==> src/rtl/wm_pkg.sv <==
// Shared codes for the washing-machine controller and its front panel.
package wm_pkg;

  typedef enum logic [2:0] {
    MS_IDLE     = 3'd0,
    MS_FILLING  = 3'd1,
    MS_HEATING  = 3'd2,
    MS_WASHING  = 3'd3,
    MS_DRAINING = 3'd4
  } machine_state_e;

  typedef enum logic [1:0] {
    SEL_PLAIN     = 2'b00,
    SEL_HEAT      = 2'b01,
    SEL_DETERGENT = 2'b10,
    SEL_DET_HEAT  = 2'b11
  } selector_e;

  typedef enum logic [1:0] {
    P_READY,
    P_ARMED,
    P_RUNNING,
    P_DONE
  } panel_state_e;

  function automatic logic [3:0] sel_to_led(input logic [1:0] sel);
    sel_to_led = 4'b0001 << sel;
  endfunction

endpackage

==> src/rtl/wm_debounce.sv <==
// Button conditioner: 2-flop synchronizer, stability counter, and 1-cycle
// pulses on the debounced rising and falling edges.
module wm_debounce #(
  parameter int unsigned DEBOUNCE_CYCLES = 16
) (
  input  logic clk,
  input  logic rst,
  input  logic btn_raw,
  output logic level,
  output logic rise,
  output logic fall
);
  localparam int unsigned CW = $clog2(DEBOUNCE_CYCLES + 1);

  logic [1:0]    sync_q;
  logic [CW-1:0] cnt_q, cnt_d;
  logic          level_q, level_d;
  logic          rise_q, rise_d;
  logic          fall_q, fall_d;

  always_comb begin
    cnt_d   = cnt_q;
    level_d = level_q;
    rise_d  = 1'b0;
    fall_d  = 1'b0;
    if (sync_q[1] == level_q) begin
      cnt_d = '0;
    end else if (cnt_q == CW'(DEBOUNCE_CYCLES)) begin
      level_d = sync_q[1];
      cnt_d   = '0;
      rise_d  = sync_q[1];
      fall_d  = ~sync_q[1];
    end else begin
      cnt_d = cnt_q + 1'b1;
    end
  end

  always_ff @(posedge clk) begin
    if (rst) begin
      sync_q  <= '0;
      cnt_q   <= '0;
      level_q <= 1'b0;
      rise_q  <= 1'b0;
      fall_q  <= 1'b0;
    end else begin
      sync_q  <= {sync_q[0], btn_raw};
      cnt_q   <= cnt_d;
      level_q <= level_d;
      rise_q  <= rise_d;
      fall_q  <= fall_d;
    end
  end

  assign level = level_q;
  assign rise  = rise_q;
  assign fall  = fall_q;
endmodule

==> src/rtl/wm_front_panel.sv <==
// Front-panel input stage: debounced buttons, program selection and start
// handshake with the controller. Optional child lock under WM_CHILD_LOCK_EN.
module wm_front_panel
  import wm_pkg::*;
#(
  parameter int unsigned DEBOUNCE_CYCLES  = 16,
  parameter int unsigned ARM_TIMEOUT      = 8,
  parameter int unsigned LOCK_HOLD_CYCLES = 64
) (
  input  logic       clk,
  input  logic       rst,
  input  logic       BTN_SELECT,
  input  logic       BTN_START,
  input  logic [2:0] MACHINE_STATE,
  output logic [1:0] SELECTOR,
  output logic       START,
  output logic       BUSY,
  output logic       DONE,
  output logic [3:0] PROGRAM_LED,
  output logic       CHILD_LOCK
);
  localparam int unsigned ARM_W = $clog2(ARM_TIMEOUT + 1);

  logic sel_level, sel_rise, sel_fall;
  logic start_level, start_rise, start_fall;
  logic sel_evt, start_evt, machine_active;

  wm_debounce #(.DEBOUNCE_CYCLES(DEBOUNCE_CYCLES)) u_db_select (
    .clk(clk), .rst(rst), .btn_raw(BTN_SELECT),
    .level(sel_level), .rise(sel_rise), .fall(sel_fall)
  );

  wm_debounce #(.DEBOUNCE_CYCLES(DEBOUNCE_CYCLES)) u_db_start (
    .clk(clk), .rst(rst), .btn_raw(BTN_START),
    .level(start_level), .rise(start_rise), .fall(start_fall)
  );

  assign machine_active = (MACHINE_STATE != MS_IDLE);

`ifdef WM_CHILD_LOCK_EN
  localparam int unsigned HOLD_W = $clog2(LOCK_HOLD_CYCLES + 1);
  logic [HOLD_W-1:0] hold_cnt_q, hold_cnt_d;
  logic              lock_q, lock_d, long_hold;
  logic              unused_lock;

  // Select acts on release; a long hold toggles the lock instead.
  always_comb begin
    hold_cnt_d = hold_cnt_q;
    if (!sel_level)
      hold_cnt_d = '0;
    else if (hold_cnt_q != HOLD_W'(LOCK_HOLD_CYCLES))
      hold_cnt_d = hold_cnt_q + 1'b1;
    long_hold = (hold_cnt_q == HOLD_W'(LOCK_HOLD_CYCLES));
    lock_d    = lock_q ^ (sel_fall & long_hold);
    sel_evt   = sel_fall & ~long_hold & ~lock_q;
    start_evt = start_rise & ~lock_q;
  end

  always_ff @(posedge clk) begin
    if (rst) begin
      hold_cnt_q <= '0;
      lock_q     <= 1'b0;
    end else begin
      hold_cnt_q <= hold_cnt_d;
      lock_q     <= lock_d;
    end
  end

  assign CHILD_LOCK  = lock_q;
  assign unused_lock = ^{sel_rise, start_level, start_fall};
`else
  logic unused_lock;
  assign sel_evt     = sel_rise;
  assign start_evt   = start_rise;
  assign CHILD_LOCK  = 1'b0;
  assign unused_lock = ^{sel_level, sel_fall, start_level, start_fall,
                         (LOCK_HOLD_CYCLES != 0)};
`endif

  panel_state_e     state_q, state_d;
  logic [1:0]       selector_q, selector_d;
  logic [3:0]       led_q, led_d;
  logic [ARM_W-1:0] arm_cnt_q, arm_cnt_d;
  logic             start_q, start_d;
  logic             busy_q, busy_d;
  logic             done_q, done_d;

  always_comb begin
    state_d    = state_q;
    selector_d = selector_q;
    arm_cnt_d  = arm_cnt_q;
    done_d     = done_q;
    unique case (state_q)
      P_READY: begin
        // A controller already running (e.g. panel-only reset) is adopted.
        if (machine_active) begin
          state_d = P_RUNNING;
        end else if (start_evt) begin
          state_d   = P_ARMED;
          arm_cnt_d = '0;
        end else if (sel_evt) begin
          selector_d = selector_q + 2'd1;
        end
      end
      P_ARMED: begin
        if (machine_active)
          state_d = P_RUNNING;
        else if (arm_cnt_q == ARM_W'(ARM_TIMEOUT - 1))
          state_d = P_READY;
        else
          arm_cnt_d = arm_cnt_q + 1'b1;
      end
      P_RUNNING: begin
        if (!machine_active) begin
          state_d = P_DONE;
          done_d  = 1'b1;
        end
      end
      P_DONE: begin
        if (sel_evt || start_evt) begin
          state_d = P_READY;
          done_d  = 1'b0;
        end
      end
      default: state_d = P_READY;
    endcase
    start_d = (state_d == P_ARMED);
    busy_d  = (state_d == P_ARMED) || (state_d == P_RUNNING);
    led_d   = sel_to_led(selector_d);
  end

  always_ff @(posedge clk) begin
    if (rst) begin
      state_q    <= P_READY;
      selector_q <= SEL_DETERGENT;
      led_q      <= 4'b0100;
      arm_cnt_q  <= '0;
      start_q    <= 1'b0;
      busy_q     <= 1'b0;
      done_q     <= 1'b0;
    end else begin
      state_q    <= state_d;
      selector_q <= selector_d;
      led_q      <= led_d;
      arm_cnt_q  <= arm_cnt_d;
      start_q    <= start_d;
      busy_q     <= busy_d;
      done_q     <= done_d;
    end
  end

  assign SELECTOR    = selector_q;
  assign PROGRAM_LED = led_q;
  assign START       = start_q;
  assign BUSY        = busy_q;
  assign DONE        = done_q;
endmodule

==> config.mk <==
export PLATFORM = sky130hd
export DESIGN_NAME = wm_front_panel
export DESIGN_NICKNAME = d
export VERILOG_FILES = /design/src/rtl/wm_pkg.sv /design/src/rtl/wm_debounce.sv /design/src/rtl/wm_front_panel.sv
export SDC_FILE = /design/constraint.sdc
export NUM_CORES = 1
export LEC_CHECK = 0
export CORE_MARGIN = 2
export CORE_UTILIZATION = 45
export CTS_BUF_LIST = sky130_fd_sc_hd__clkbuf_8
export DETAILED_ROUTE_END_ITERATION = 10
export PLACE_DENSITY = 0.67
export SLEW_MARGIN = 20
export SYNTH_ARGS = -nofsm -noshare
export SYNTH_HDL_FRONTEND = slang
export SYNTH_SLANG_ARGS = --single-unit
==> constraint.sdc <==
create_clock -name clk -period 3.47 [get_ports clk]
set_clock_uncertainty 0.05 [all_clocks]
set_input_delay 0.5205 -clock clk [delete_from_list [all_inputs] [get_ports clk]]
set_output_delay 0.5205 -clock clk [all_outputs]
set_load 0.05 [all_outputs]
-- After elaboration in Yosys (flattened, before gate mapping)
Cells that the tools add are included.
- register bits after elaboration: 33
- latch bits: 0
- bits in writable memories: 0
- memory bits (read-only): 0
- input port bits: 7
- output and inout bits: 10
- logic and storage cells: 73
- memories: 0
- add/sub/neg operators: 4
- multipliers: 0
- div/mod/pow operators: 0
- order comparisons: 0
- equal/unequal tests: 16
- shift operators: 1
- multiplexer cells: 19
- bitwise operators: 4
- reduce and logical (&&, ||, !) cells: 14
- operators with widths (operator ; number):
    2-bit 2-to-1 mux ; 10
    4-bit 2-to-1 mux ; 4
    3-bit OR reduction ; 4
    5-bit by 1-bit adder with 5-bit output, second input constant ; 2
    5-bit == test, second input constant ; 2
    2-bit != test, second input constant ; 5
    2-bit case mux with 4 select lines ; 1
    4-bit case mux with 2 select lines ; 1
    2-bit == test, second input constant ; 3
    5-bit AND reduction ; 1
    4-bit by 1-bit adder with 4-bit output, second input constant ; 1
    2-bit by 1-bit == test with 1-bit output, second input constant ; 2
    4-bit by 3-bit == test with 1-bit output, second input constant ; 1
    1-bit NOT ; 4
    2-bit AND reduction ; 2
    2-bit nonzero test ; 2
    1-bit by 2-bit left shift with 4-bit output, first input constant ; 1
    3-bit AND reduction ; 1
    3-bit nonzero test ; 1
    2-bit by 1-bit adder with 2-bit output, second input constant ; 1
    1-bit == test ; 2
    2-bit zero test ; 1
    1-bit logical OR ; 2
    1-bit 2-to-1 mux ; 2
    other kinds (2) ; 2

-- Logic depth before layout (Yosys ltp)
Gate-level depths: netlist (run 1).
- depth in word-level cells: 6
- mapped depth: 7

-- Hierarchy
From an unflattened synthesis (run 1), not the netlist that was laid out.
- cell total of the unflattened synthesis: 142
- area, all modules: 1431.4 um^2
- modules (own cells, without submodules) (module ; instances ; cells each ; area each (um^2) ; seq. area each (um^2)):
    wm_debounce ; 2 ; 35 ; 382.9 ; 200.2
    wm_front_panel ; 1 ; 72 ; 665.6 ; 300.3

-- Least setup slack after synthesis (run 1)
Ideal clock, no wire load.
- kind: input to register
- start point: in MACHINE_STATE[1]
- end point: reg busy_q, in the netlist BUSY
- library setup time: 0.065 ns
- arrival: 1.764 ns
- required time: 3.355 ns
- setup slack: 1.591 ns
- stages: 6
- buffers on the path: 1
- cell sequence: or4_1 buf_2 a211oi_2 a21o_1 ha_1 nor2_1
- cells in the longest elaborated chain, start to end: 5
- elaborated cells between the ends (all ways): 8
- classes of those cells: 2 x eq/ne; 4 x mux; 2 x reduce/logical
- RTL lines (element ; RTL line ; text):
    start, declared ; wm_front_panel.sv:14 ; input logic [2:0] MACHINE_STATE,
    3-bit nonzero test * ; wm_front_panel.sv:38 ; assign machine_active = (MACHINE_STATE != MS_IDLE);
    2-bit 2-to-1 mux (on tied branches) ; wm_front_panel.sv:114, wm_front_panel.sv:96, wm_front_panel.sv:106 ;
    2-bit case mux with 4 select lines * ; wm_front_panel.sv:93 ; unique case (state_q)
    named net state_d[0] ; wm_front_panel.sv:80 ; panel_state_e state_q, state_d;
    2-bit by 1-bit == test with 1-bit output / 2-bit == test (equally long branches) ; wm_front_panel.sv:128 ; busy_d = (state_d == P_ARMED) || (state_d == P_RUNNING);
    1-bit logical OR * ; wm_front_panel.sv:128 ;
    end signal, assigned ; wm_front_panel.sv:147 ; busy_q <= busy_d;
    end, declared ; wm_front_panel.sv:85 ; logic busy_q, busy_d;
The timed path passes the listed nets; every way through them passes the cells marked *.
A chain may end at the register's enable or synchronous reset.

-- Final worst setup path (run 1)
Same ends and word-level chain as after synthesis.

==> results.toml, run 1 <==
[cts]
clkLatencyLatePin_ns = 0.28
postCtsSetupBuffers = 0
post_cts_resized = 0
ctsHoldBuffers = 0
clockRootBuffer = "clkbuf_8"
h-tree-depth = 2
clkTransAtPathRegs_ns = 0.07
cts_sinks = 33
cts_tree = "built"
cts_made_buffers = 5
clockBufferDepth = 2

[setup_path]
cp_max_fo = 6
cp-start-kind = "input port"
crit_path_top_delay_cell = "or4_1"
critPathArrivalTime_ns = 2.37
rr_worst_depth = 5
worstPathRequired_ns = 3.63
crit_path_end_kind = "flop"
path_class = "in -> reg"
cpPeakStageDelay_ns = 0.65
crit_chain = "clkdlybuf4s50_1 -> or4_1 -> a211oi_2 -> a21o_1 -> ha_1 -> nor2_1"

[run_status]
status = "complete, but fails checks"
violations = "DRC"

[synth]
synth_fp_nets = 159
yosysSeqAreaShare_pct = 48.75
async_flop_share_pct = 0
synth-edff-count = 0
synth_top_area_share_pct = 48.75
yosys_most_used_dff = "dfxtp_1"
synth_cell_types = 37
ys_ff_latch = 33
yosysWarningCount = 0
synth_area_um2 = 1355
yosys.area.top_type = "dfxtp_1"
synthTopCellsByArea = "dfxtp_1 49%, ha_1 5.5%, nor2_1 5.3%, xnor2_1 3.2%, xor2_1 2.6%"
synth_cells = 146
syn_area_per_cell_um2 = 9.281

[hold_path]
hold_path.class = "reg -> reg"
min_path_cells = 1

[drt]
viasPerCell = 5.301
drc = 2
wl_per_cell_um = 11.55
drt-initial-drc-count = 43
dr_total_vias = 1023
drtPass1Iterations = 7
ant_nets = 0
routed_wl_um = 2229

[cells_and_area]
nFillCells = 251
syn_to_final_growth_pct = 20.13
antenna_cells = 0
fin_cells = 193
fin_area_um2 = 1628
layout-drive-gt1-share_pct = 6.173
multi_input_area_um2 = 631.9
fin_nets = 174
fin_util_pct = 58.03
final-seq-area_um2 = 660.6

[placement]
io_buffers = 15
postPlaceCellArea_um2 = 1511
dpl.cell_count = 185
hpwl_um = 1556
place_congestion = 0.7706

[sta]
fin_tns_setup_ns = 0
slew_violations = 0
slew-limit-headroom_pct = 48.26
fmax_ghz = 0.4527
finalCritPeriodShare_pct = 63.66
finalSetupViolCount = 0
layout_min_cycle_time_ns = 2.209
rsz0062_at_grt = "no"
hold_violations = 0
worstMarginPinSlew_ns = 0.7736

[power_and_ir_drop]
peakVddDrop_mv = 0.2750
total_power_w = 0.0007914
leakagePower_nw = 0.6389
cellPowerDensity_nw_per_um2 = 486.2

[global_routing]
first_global_vias = 921
grt_first_pass_wirelength_um = 3891
grt_overflow = 0
grt_max_degree = 23
antenna_found_initial = 0
track_usage_pct = 15.41

[floorplan]
die-width_um = 58.88
dieHeight_um = 58.88
start_util_pct = 48.31
core_um2 = 2805
rows = 19
dieArea_um2 = 3466
boundaryPins = 17

[flow_run]
max_cap_viol_count = 0
state kept, by name (all words and copies together) (netlist names):
register            count
DONE                    1
u_db_start.level        1
BUSY                    1
u_db_start.sync_q       2
u_db_select.sync_q      2
u_db_select.rise        1
START                   1
arm_cnt_q               4
u_db_start.rise         1
u_db_select.level       1
u_db_start.cnt_q        5
SELECTOR                2
u_db_select.cnt_q       5
PROGRAM_LED             4
state_q                 2
per-layer routing:
metal	vias up	GRT usage, %	wire (µm)
met5	-	0	0
met4	0	7.792	15
met3	2	7.912	129
met2	29	21.75	1010
met1	471	19.17	1073
li1	521	-	-
cell type report:
| cell class | instances | area share [%] |
|---|---|---|
| Sequential cell | 33 | 40.58 |
| Multi-Input combinational cell | 98 | 38.82 |
| Timing Repair Buffer | 15 | 9.224 |
| Clock buffer | 6 | 5.073 |
| Tap cell | 31 | 2.383 |
| Clock inverter | 2 | 2.075 |
| Inverter | 8 | 1.845 |
Yosys cell counts (2+ instances only):
cell type,number
xnor2_1,5
inv_1,8
o21ai_0,5
a21o_1,2
xor2_1,4
nand2b_1,2
dfxtp_1,33
and3_1,5
a31oi_1,2
ha_1,6
nor3b_1,2
nand2_1,7
nand3_1,5
nor2b_1,5
nor2_1,19
nor3_1,5
a21oi_1,5
clkbuf_1,4
mux2i_1,2
and2_1,2
buf_2,2
power by group:
part	internal, W	leakage, nW	switching [W]	total (W)
clock	0.000231	0.0626	0.000133	0.000364
combinational	0.0000161	0.308	0.0000211	0.0000372
sequential	0.000385	0.268	0.00000509	0.000390
total	0.000632	0.639	0.000159	0.000791
logic make-up (layout without fill, tap and decap cells):
logic type | count (synthesis) | count (layout) | synth area share, %
XOR/XNOR | 9 | 9 | 5.817
AO/OA/AOI/OAI | 20 | 20 | 9.787
other | 1 | 1 | 0.2767
AND/OR/NAND/NOR | 59 | 59 | 22.90
buffers and inverters | 15 | 31 | 4.617
flip-flops | 33 | 33 | 48.75
adder cells (fa/ha/maj) | 6 | 6 | 5.540
multiplexers | 3 | 3 | 2.308
stage by stage:
step	setup slack, ns	hold slack [ns]
after global placement	1.066	0.3697
after CTS	1.285	0.3961
final	1.261	0.3895
after global routing	1.186	0.4158
after floorplan	1.591	0.3638
after detailed placement	1.003	0.3808
worst max-delay path: cells and delay by family:
| family | cells | cell delay [ns] |
|---|---|---|
| AOI/OAI and AO/OA | 2 | 0.43 |
| adders and majority gates | 1 | 0.23 |
| buffers and inverters | 1 | 0.46 |
| and+or+nand+nor | 2 | 0.73 |
path summary, 6_finish.rpt:
check                           slack [ns]                             start                                to
worst max register to register        1.59             state_q[1]$_SDFF_PP0_                   BUSY$_SDFF_PP0_
worst min register to register        0.39  u_db_select.sync_q[0]$_SDFF_PP0_  u_db_select.sync_q[1]$_SDFF_PP0_
worst min-delay path                  0.39  u_db_select.sync_q[0]$_SDFF_PP0_  u_db_select.sync_q[1]$_SDFF_PP0_
worst max-delay path                  1.26                  MACHINE_STATE[1]                   BUSY$_SDFF_PP0_
cell usage in the layout, fill, tap and decap left out, drive strengths merged, types with 2 or more instances in the layout:
| cell type | n |
|---|---|
| clkdlybuf4s50 | 15 |
| inv | 9 |
| nor3 | 5 |
| ha | 6 |
| a31oi | 2 |
| nor2b | 5 |
| dfxtp | 33 |
| xnor2 | 5 |
| nand3 | 5 |
| xor2 | 4 |
| and2 | 2 |
| o21ai | 5 |
| a21o | 2 |
| nand2b | 2 |
| nor3b | 2 |
| nor2 | 19 |
| and3 | 5 |
| clkbuf | 6 |
| nand2 | 7 |
| a21oi | 5 |
| mux2i | 2 |
No activity file was read; power rests on OpenSTA's default activity.
==> inputs of run 2 (changes only) <==
- clock period: 3.47 -> 2.28 ns (I/O delays scaled with it)
==> run 2 against run 1 <==
Compared with the run above: the flow still finishes with violations (DRC); flip-flop and latch count unchanged; via count up 0.20%; worst hold slack better by 0.0036 ns; critical endpoint is now SELECTOR[0]; largest cell class unchanged; largest power group unchanged.
==> results.toml, run 2 (synthesis results as in run 1) <==
[run_status]
status = "complete, but fails checks"
violations = "DRC"

[power_and_ir_drop]
leakagePower_nw = 0.6346
peakVddDrop_mv = 0.4689
cellPowerDensity_nw_per_um2 = 659.5

[drt]
drt-initial-drc-count = 36
routed_wl_um = 2253
dr_total_vias = 1025
drtPass1Iterations = 9
viasPerCell = 5.230
drc = 2
wl_per_cell_um = 11.49
ant_nets = 0

[floorplan]
die-width_um = 58.88
boundaryPins = 17
dieHeight_um = 58.88
rows = 19
dieArea_um2 = 3466
start_util_pct = 48.31
core_um2 = 2805

[placement]
hpwl_um = 1685
place_ws_ns = 0.09468
postPlaceCellArea_um2 = 1534
place_congestion = 0.7789
io_buffers = 15

[flow_run]
max_cap_viol_count = 0

[setup_path]
critPathArrivalTime_ns = 1.56
cpLargestDelayFamily = "buffers and inverters"
crit_path_top_delay_cell = "clkdlybuf4s50_1"
cp_max_fo = 7
crit_chain = "clkdlybuf4s50_1"
worstPathRequired_ns = 1.89
cpPeakStageDelay_ns = 0.85
worst-path-buf-inv = 1
path_class = "reg -> out"
cp-start-kind = "flop"
crit_path_end_kind = "output port"

[cts]
clkTransAtPathRegs_ns = 0.07
cts_sinks = 33
h-tree-depth = 2
cts_made_buffers = 5
clockBufferDepth = 2
clkLatencyLatePin_ns = 0.27
clockRootBuffer = "clkbuf_8"
postCtsSetupBuffers = 0
ctsHoldBuffers = 0
post_cts_resized = 0
cts_tree = "built"

[sta]
final.setup.worst_slack_ns = 0.3295
slew_violations = 0
finalSetupViolCount = 0
fin_tns_setup_ns = 0
rsz0062_at_grt = "no"
fmax_ghz = 0.5127
slew-limit-headroom_pct = 66.82
layout_min_cycle_time_ns = 1.950
finalCritPeriodShare_pct = 85.55
hold_violations = 0
worstMarginPinSlew_ns = 0.4910

[cells_and_area]
layout-drive-gt1-share_pct = 8.485
final_common_cell = "dfxtp_1"
syn_to_final_growth_pct = 19.57
largestRegisters = "u_db_select.cnt_q x5, u_db_start.cnt_q x5"
multi_input_area_um2 = 631.9
nFillCells = 247
antenna_cells = 0
fin_util_pct = 57.76
fin_area_um2 = 1620
fin_nets = 177
final_cell_mix = "33 x dfxtp_1, 19 x nor2_1, 15 x clkdlybuf4s50_1, 8 x inv_1, 7 x nand2_1"
final-seq-area_um2 = 660.6

[global_routing]
grt_overflow = 0
antenna_found_initial = 0
grt_first_pass_wirelength_um = 3933
grt_max_degree = 14
first_global_vias = 932
track_usage_pct = 14.92

[hold_path]
hold_path.class = "reg -> reg"
## run 2: cell count changes in the layout (fill, tap and decap cells not counted)
cell        previous run  this run
bufinv_16              1         0
clkinvlp_4             0         1
clkbuf_8               6         5
clkinv_2               0         2
inv_1                  9         8
buf_4                  0         3
## run 2: worst paths after layout
check                                   from  cells after the start                              end  slack (ns)
max reg2reg            state_q[1]$_SDFF_PP0_                      5                  BUSY$_SDFF_PP0_        0.53
max                   SELECTOR[0]$_SDFF_PP0_                      1                      SELECTOR[0]        0.33
min          u_db_start.sync_q[0]$_SDFF_PP0_                      1  u_db_start.sync_q[1]$_SDFF_PP0_        0.39
min reg2reg  u_db_start.sync_q[0]$_SDFF_PP0_                      1  u_db_start.sync_q[1]$_SDFF_PP0_        0.39
## run 2: cell type report
class	instances	share of cell area (%)
Multi-Input combinational cell	98	39.00
Timing Repair Buffer	18	10.66
Inverter	8	1.853
Clock buffer	5	4.247
Clock inverter	3	1.081
Sequential cell	33	40.77
Tap cell	31	2.394
## run 2: per-stage QoR
stage | hold WS [ns] | power (W) | cells
after global placement | 0.3683 | 0.0006645 | 188
after detailed placement | 0.3791 | 0.0006668 | 188
after CTS | 0.3922 | 0.001081 | 196
final | 0.3931 | 0.001069 | 196
after floorplan | 0.3638 | 0.0006426 | 146
after global routing | 0.4080 | 0.001118 | 196
## run 2: power by group
group	internal [W]	switching [W]	total [W]
clock network	0.000210	0.000205	0.000415
registers	0.000586	0.00000798	0.000594
logic	0.0000267	0.0000329	0.0000596
## run 2: routing by layer
layer	GRT usage, %	vias up	share of wire (%)	routed length (µm)
met5	0	-	0	0
met4	4.870	0	0.71	16
met3	4.615	2	5.1	114
met2	25.40	20	49	1094
met1	17.83	478	46	1027
li1	-	525	-	-
